--- src/rtl/move_sequencer_pkg.sv ---
// Shared move-code definitions for the sequencer, solver and executor.
// Codes: R=2 .. Di=13 face turns, NULL=15 no-op; 0, 1 and 14 are illegal.
package move_sequencer_pkg;

  localparam logic [3:0] MV_R    = 4'd2;
  localparam logic [3:0] MV_RI   = 4'd3;
  localparam logic [3:0] MV_U    = 4'd4;
  localparam logic [3:0] MV_UI   = 4'd5;
  localparam logic [3:0] MV_F    = 4'd6;
  localparam logic [3:0] MV_FI   = 4'd7;
  localparam logic [3:0] MV_L    = 4'd8;
  localparam logic [3:0] MV_LI   = 4'd9;
  localparam logic [3:0] MV_B    = 4'd10;
  localparam logic [3:0] MV_BI   = 4'd11;
  localparam logic [3:0] MV_D    = 4'd12;
  localparam logic [3:0] MV_DI   = 4'd13;
  localparam logic [3:0] MV_NULL = 4'd15;

  localparam int unsigned FACE_R = 0;
  localparam int unsigned FACE_U = 1;
  localparam int unsigned FACE_F = 2;
  localparam int unsigned FACE_L = 3;
  localparam int unsigned FACE_B = 4;
  localparam int unsigned FACE_D = 5;

  typedef enum logic [2:0] {
    ST_IDLE      = 3'd0,
    ST_FETCH     = 3'd1,
    ST_ISSUE     = 3'd2,
    ST_WAIT_BUSY = 3'd3,
    ST_WAIT_DONE = 3'd4,
    ST_SETTLE    = 3'd5
  } seq_state_e;

  function automatic logic is_valid_move(input logic [3:0] m);
    return (m >= MV_R) && (m <= MV_DI);
  endfunction

endpackage

--- src/rtl/move_sequencer_fifo.sv ---
// move_fifo: DEPTH x 4 move queue with occupancy count and synchronous flush.
// Ports: clock/reset_n; flush_i clears the queue and drops a same-cycle push;
//        push_i/din_i enqueue when not full; pop_i dequeues when not empty;
//        dout_o is the current head; count_o, full_o, empty_o report occupancy.
// The head is presented combinationally; the sequencer's move register is
// the registered read stage.
module move_fifo #(
  parameter int unsigned DEPTH = 64
) (
  input  logic                     clock,
  input  logic                     reset_n,
  input  logic                     flush_i,
  input  logic                     push_i,
  input  logic [3:0]               din_i,
  input  logic                     pop_i,
  output logic [3:0]               dout_o,
  output logic [$clog2(DEPTH):0]   count_o,
  output logic                     full_o,
  output logic                     empty_o
);
  localparam int unsigned AW = $clog2(DEPTH);
  localparam int unsigned CW = AW + 1;

  logic [3:0]    mem_q [DEPTH];
  logic [AW-1:0] wr_ptr_q, wr_ptr_d, rd_ptr_q, rd_ptr_d;
  logic [CW-1:0] count_q, count_d;
  logic          do_push, do_pop;

  assign full_o  = (count_q == CW'(DEPTH));
  assign empty_o = (count_q == '0);
  assign do_push = push_i && !full_o && !flush_i;
  assign do_pop  = pop_i && !empty_o && !flush_i;
  assign dout_o  = mem_q[rd_ptr_q];
  assign count_o = count_q;

  always_comb begin
    wr_ptr_d = wr_ptr_q;
    rd_ptr_d = rd_ptr_q;
    count_d  = count_q;
    if (flush_i) begin
      wr_ptr_d = '0;
      rd_ptr_d = '0;
      count_d  = '0;
    end else begin
      if (do_push) wr_ptr_d = wr_ptr_q + AW'(1);
      if (do_pop)  rd_ptr_d = rd_ptr_q + AW'(1);
      if (do_push && !do_pop)      count_d = count_q + CW'(1);
      else if (do_pop && !do_push) count_d = count_q - CW'(1);
    end
  end

  always_ff @(posedge clock or negedge reset_n) begin
    if (!reset_n) begin
      wr_ptr_q <= '0;
      rd_ptr_q <= '0;
      count_q  <= '0;
    end else begin
      wr_ptr_q <= wr_ptr_d;
      rd_ptr_q <= rd_ptr_d;
      count_q  <= count_d;
    end
  end

  always_ff @(posedge clock) begin
    if (do_push) mem_q[wr_ptr_q] <= din_i;
  end

endmodule

--- src/rtl/move_sequencer.sv ---
// move_sequencer: buffers solver move codes and issues them one at a time to
// the stepper executor, waiting for completion plus a settle gap between moves.
// Ports: clock, reset_n (async active-low); in_move/in_valid/in_ready enqueue;
//        run enables issuing; abort flushes the queue and ends after the
//        in-flight move; next_move/move_start present a move; move_done is the
//        executor idle flag; busy, queue_count, moves_issued, bad_move status.
module move_sequencer
  import move_sequencer_pkg::*;
#(
  parameter int unsigned DEPTH         = 64,
  parameter int unsigned SETTLE_CYCLES = 5_000_000,
  parameter int unsigned BUSY_TIMEOUT  = 16
) (
  input  logic                   clock,
  input  logic                   reset_n,
  input  logic [3:0]             in_move,
  input  logic                   in_valid,
  output logic                   in_ready,
  input  logic                   run,
  input  logic                   abort,
  output logic [3:0]             next_move,
  output logic                   move_start,
  input  logic                   move_done,
  output logic                   busy,
  output logic [$clog2(DEPTH):0] queue_count,
  output logic [15:0]            moves_issued,
  output logic                   bad_move
);
  localparam int unsigned SW          = (SETTLE_CYCLES > 1) ? $clog2(SETTLE_CYCLES) : 1;
  localparam int unsigned SETTLE_LOAD = (SETTLE_CYCLES > 0) ? SETTLE_CYCLES - 1 : 0;
  localparam int unsigned TW          = (BUSY_TIMEOUT > 1) ? $clog2(BUSY_TIMEOUT) : 1;
  localparam int unsigned TMAX        = (BUSY_TIMEOUT > 0) ? BUSY_TIMEOUT - 1 : 0;

  seq_state_e  state_q, state_d;
  logic [3:0]  move_q, move_d;
  logic [3:0]  next_move_q, next_move_d;
  logic [15:0] issued_q, issued_d;
  logic        bad_q, bad_d;
  logic        aborted_q, aborted_d;
  logic [TW-1:0] tmr_q, tmr_d;
  logic [SW-1:0] settle_q, settle_d;

  logic        pop;
  logic [3:0]  fifo_head;
  logic        fifo_full, fifo_empty;

  move_fifo #(.DEPTH(DEPTH)) u_fifo (
    .clock   (clock),
    .reset_n (reset_n),
    .flush_i (abort),
    .push_i  (in_valid),
    .din_i   (in_move),
    .pop_i   (pop),
    .dout_o  (fifo_head),
    .count_o (queue_count),
    .full_o  (fifo_full),
    .empty_o (fifo_empty)
  );

  assign in_ready     = !fifo_full;
  assign move_start   = (state_q == ST_ISSUE);
  assign busy         = (state_q != ST_IDLE);
  assign next_move    = next_move_q;
  assign moves_issued = issued_q;
  assign bad_move     = bad_q;

  always_comb begin
    state_d     = state_q;
    move_d      = move_q;
    next_move_d = next_move_q;
    issued_d    = issued_q;
    bad_d       = bad_q;
    aborted_d   = aborted_q | abort;
    tmr_d       = tmr_q;
    settle_d    = settle_q;
    pop         = 1'b0;
    unique case (state_q)
      ST_IDLE: begin
        aborted_d = 1'b0;
        // abort flushes the FIFO this cycle, so the head is not a real entry.
        if (run && !fifo_empty && move_done && !abort) begin
          pop     = 1'b1;
          move_d  = fifo_head;
          state_d = ST_FETCH;
        end
      end
      ST_FETCH: begin
        if (move_q == MV_NULL) begin
          state_d   = ST_IDLE;
          aborted_d = 1'b0;
        end else if (!is_valid_move(move_q)) begin
          bad_d     = 1'b1;
          state_d   = ST_IDLE;
          aborted_d = 1'b0;
        end else begin
          next_move_d = move_q;
          state_d     = ST_ISSUE;
        end
      end
      ST_ISSUE: begin
        issued_d = issued_q + 16'd1;
        tmr_d    = '0;
        state_d  = ST_WAIT_BUSY;
      end
      ST_WAIT_BUSY: begin
        if (!move_done || tmr_q == TW'(TMAX)) state_d = ST_WAIT_DONE;
        else                                  tmr_d   = tmr_q + TW'(1);
      end
      ST_WAIT_DONE: begin
        if (move_done) begin
          if (abort || aborted_q || SETTLE_CYCLES == 0) begin
            state_d   = ST_IDLE;
            aborted_d = 1'b0;
          end else begin
            settle_d = SW'(SETTLE_LOAD);
            state_d  = ST_SETTLE;
          end
        end
      end
      ST_SETTLE: begin
        if (abort || settle_q == '0) begin
          state_d   = ST_IDLE;
          aborted_d = 1'b0;
        end else begin
          settle_d = settle_q - SW'(1);
        end
      end
      default: begin
        state_d   = ST_IDLE;
        aborted_d = 1'b0;
      end
    endcase
  end

  always_ff @(posedge clock or negedge reset_n) begin
    if (!reset_n) begin
      state_q     <= ST_IDLE;
      move_q      <= MV_NULL;
      next_move_q <= MV_NULL;
      issued_q    <= '0;
      bad_q       <= 1'b0;
      aborted_q   <= 1'b0;
      tmr_q       <= '0;
      settle_q    <= '0;
    end else begin
      state_q     <= state_d;
      move_q      <= move_d;
      next_move_q <= next_move_d;
      issued_q    <= issued_d;
      bad_q       <= bad_d;
      aborted_q   <= aborted_d;
      tmr_q       <= tmr_d;
      settle_q    <= settle_d;
    end
  end

endmodule

--- config.mk ---
export PLATFORM = sky130hd
export DESIGN_NAME = move_sequencer
export DESIGN_NICKNAME = d
export VERILOG_FILES = /design/src/rtl/move_sequencer_pkg.sv /design/src/rtl/move_sequencer_fifo.sv /design/src/rtl/move_sequencer.sv
export SDC_FILE = /design/constraint.sdc
export NUM_CORES = 1
export LEC_CHECK = 0
export ABC_AREA = 1
export CORE_MARGIN = 4
export CORE_UTILIZATION = 45
export DETAILED_ROUTE_END_ITERATION = 6
export PLACE_DENSITY = 0.69
export SLEW_MARGIN = 20
export SYNTH_ARGS = -nofsm -noshare
export SYNTH_HDL_FRONTEND = slang
export SYNTH_SLANG_ARGS = --single-unit
--- constraint.sdc ---
create_clock -name clock -period 2.4 [get_ports clock]
set_input_delay 0.36 -clock clock [delete_from_list [all_inputs] [get_ports clock]]
set_output_delay 0.36 -clock clock [all_outputs]
set_load 0.1 [all_outputs]
==> key figures, run 1 <==
Clocking
  • Clk_lat worst skew: 0.52 ns
  • CTS buffer count: 35
  • Clock buffer depth: 3
  • Clk pin slew, worst setup/hold paths: 0.06 ns
  • CTS tree: yes
  • Clock Sinks: 331
  • CTS HTree Levels: 2
  • CTS root buffer: clkbuf_16

Synth
  • Async set-reset flop share out of synthesis: 0.227
  • Netlist cell types: 48
  • Top cell type's share of synthesized area: 0.507
  • Leading cell types by count after synthesis: 488 x nand2_1, 256 x edfxtp_1, 177 x nand3_1, 177 x nor2_1, 132 x inv_1
  • EDFF count, synth: 256
  • Post-synth top area cell: edfxtp_1
  • Top-count cell post-synth: nand2_1
  • Synth top area cells: edfxtp_1 51%, nand2_1 12%, dfrtp_1 11%
  • Yosys warning total: 0
  • Synth Instances: 1563
  • Syn avg cell area: 9.71 um2
  • Fraction of the yosys area taken by sequential cells: 0.631
  • Main synth FF type: edfxtp_1
  • Cell area after synthesis: 15200 um2
  • Syn nets: 1586
  • Synthesized flop and latch total: 331

STA
  • Max_slew headroom: 0.550
  • Setup total negative slack: 0 ns
  • Slew Viols, Final: 0
  • Final number of hold-violating endpoints: 0
  • Worst Max-Slew Pin Slew: 0.674 ns
  • Final setup violation count: 0
  • Fmax: 0.437 GHz
  • Period minus WS final: 2.29 ns
  • Crit share post-route: 0.953
  • Clk_skew: 0.0139 ns
  • Unrepaired setup endpoints after global routing: true

Setup path
  • Setup crit end kind: primary output
  • CP required: 2.04 ns
  • Worst EP arrival: 1.93 ns
  • Crit path launch type: flip-flop
  • Critical path class: reg2out
  • Largest fanout on the critical path: 2

Placement
  • Final HPWL DP: 22.6 mm
  • IO Port Bufs: 40
  • Placer congestion estimate: 0.901

Routing
  • Vias per cell: 5.17
  • Routed vias: 10900
  • ANT nets after route: 0
  • 1st-iter DRT viols: 844
  • Wirelength, routed: 35.0 mm
  • Drt first pass iters: 7
  • # DRC: 0
  • DR WL/cell: 16.6 um

Final layout
  • Layout cell share with drive strength beyond 1: 0.128
  • P&R area growth vs syn: 16.5%
  • Final #Nets: 1665
  • Ant diodes: 0

Power
  • Design Power: 0.0161 W
  • Cell Pwr Density: 912 nW/um2
  • P_leak: 7.21 nW
  • Worst vdd ir: 0.000732 V

Floorplan
  • Io pins: 41
  • Die width: 192 um
  • Die height: 192 um
  • Rows: 66
  • DIE AREA: 36700 um2
  • Core footprint: 32900 um2
  • Initial core utilization: 0.462

Flow run
  • MaxCap Viol Count: 0

GRT
  • GRT Total Usage: 0.194
  • Congestion Overflow GR: 0
  • Vias in the first global route: 10900
  • Initial antenna violation count: 0
  • Pin count of the biggest net entering global routing: 89
  • Global-route wire length before repair: 56.3 mm

Hold path
  • Worst Hold Class: in2reg

Run status
  • Outcome: finished clean
-- power by group --
part	internal (W)	switching (W)	total [W]	leakage, nW
Clock	0.00338	0.00214	0.00551	0.570
Combinational	0.00113	0.00256	0.00370	3.39
Sequential	0.00658	0.000326	0.00690	3.25
Total	0.0111	0.00503	0.0161	7.21
-- what timing repair did --
action                                  CTS  global route
hold buffers                              1             0
endpoints found under the setup margin    0             5
buffers inserted                          0             5
hold endpoints to repair                 41             0
gates resized for setup                   0            14
-- sequential cells by signal (all words and copies together) (netlist names) --
register	count
aborted_q	1
bad_move	1
move_q	4
moves_issued	16
next_move	4
settle_q	23
state_q	3
tmr_q	4
u_fifo.count_o	7
u_fifo.mem_q	256
u_fifo.rd_ptr_q	6
u_fifo.wr_ptr_q	6
-- layout make-up --
type / instances / area (um2)
tap: 442 / 553
sequential: 331 / 9610
clock inverter: 19 / 234
multi-input combinational: 1030 / 4880
timing repair buffer: 100 / 898
clock buffer: 42 / 955
inverter: 144 / 547
fill: 2873 / 15200
-- cells in the final DEF (no fill, tap or decap), types with 10 or more instances in the layout --
| cell | Yosys | layout |
|---|---|---|
| buf_4 | 1 | 78 |
| o21ai_0 | 34 | 33 |
| o21ai_1 | 11 | 10 |
| buf_12 | 0 | 11 |
| nand2_1 | 488 | 484 |
| dfrtp_1 | 67 | 58 |
| o211ai_1 | 13 | 13 |
| a21oi_1 | 22 | 21 |
| nor3_1 | 13 | 13 |
| clkbuf_16 | 0 | 37 |
| inv_1 | 132 | 131 |
| xor2_1 | 21 | 21 |
| xnor2_1 | 15 | 15 |
| nand3_1 | 177 | 176 |
| nor2_1 | 177 | 174 |
| edfxtp_1 | 256 | 256 |
-- cells by family after synthesis --
logic type | after synthesis | synth area share
fa+ha+maj | 13 | 0.0112
simple gates | 885 | 0.245
compound gates | 96 | 0.0370
buf+inv | 202 | 0.0551
flops | 331 | 0.631
xor+xnor | 36 | 0.0208
-- worst max-delay path, stage by stage, from the launching register on --
cell and delay, ns:
dfrtp_4 0.48, nor2_4 0.14, nand3_4 0.10, buf_6 0.13, or2_2 0.31, buf_4 0.25
-- stage by stage --
stage / hold slack, ns / cell area [um2] / worst slack (ns) / cells / utilization
after global placement: 0.415 / 16400 / -0.201 / 2041 / 0.498
after detailed placement: 0.419 / 16400 / -0.249 / 2041 / 0.498
after global routing: 0.382 / 17700 / -0.0564 / 2108 / 0.538
after CTS: 0.363 / 17600 / 0.00308 / 2103 / 0.535
final: 0.347 / 17700 / 0.113 / 2108 / 0.538
after floorplan: 0.0644 / 15300 / 0.0104 / 1563 / -
-- per-layer routing --
metal | vias up | track usage | part of all wire
met5 | - | 0 | 0
met4 | 0 | 0.0713 | 0.035
met3 | 89 | 0.0287 | 0.064
met2 | 336 | 0.323 | 0.48
met1 | 5171 | 0.260 | 0.42
li1 | 5312 | - | -
-- worst paths after layout --
check	start	end	slack [ns]	cells past startpoint
setup / recovery	u_fifo.count_o[0]$_DFFE_PN0P_	in_ready	0.11	5
hold / removal	in_move[2]	u_fifo.mem_q[22][2]$_DFFE_PP_	0.35	2
setup reg to reg	u_fifo.count_o[0]$_DFFE_PN0P_	u_fifo.count_o[6]$_DFFE_PN0P_	0.12	16
hold reg to reg	next_move[1]$_DFFE_PN1P_	next_move[1]$_DFFE_PN1P_	0.47	2
max in group asynchronous	reset_n	next_move[0]$_DFFE_PN1P_	1.32	3
min in group asynchronous	reset_n	settle_q[13]$_DFFE_PN0P_	0.41	2
(Power assumes the default switching activity.)
==> inputs of run 2 (changes only) <==
--- a/config.mk
+++ b/config.mk
@@ -6,6 +6,8 @@
 export NUM_CORES = 1
 export LEC_CHECK = 0
 export ABC_AREA = 1
+export ABC_CLOCK_PERIOD_IN_PS = 2400
+export CAP_MARGIN = 5
 export CORE_MARGIN = 4
 export CORE_UTILIZATION = 45
 export DETAILED_ROUTE_END_ITERATION = 6
==> results of run 2 <==
The final DEF is identical to that of run 1; final timing and power are the same.
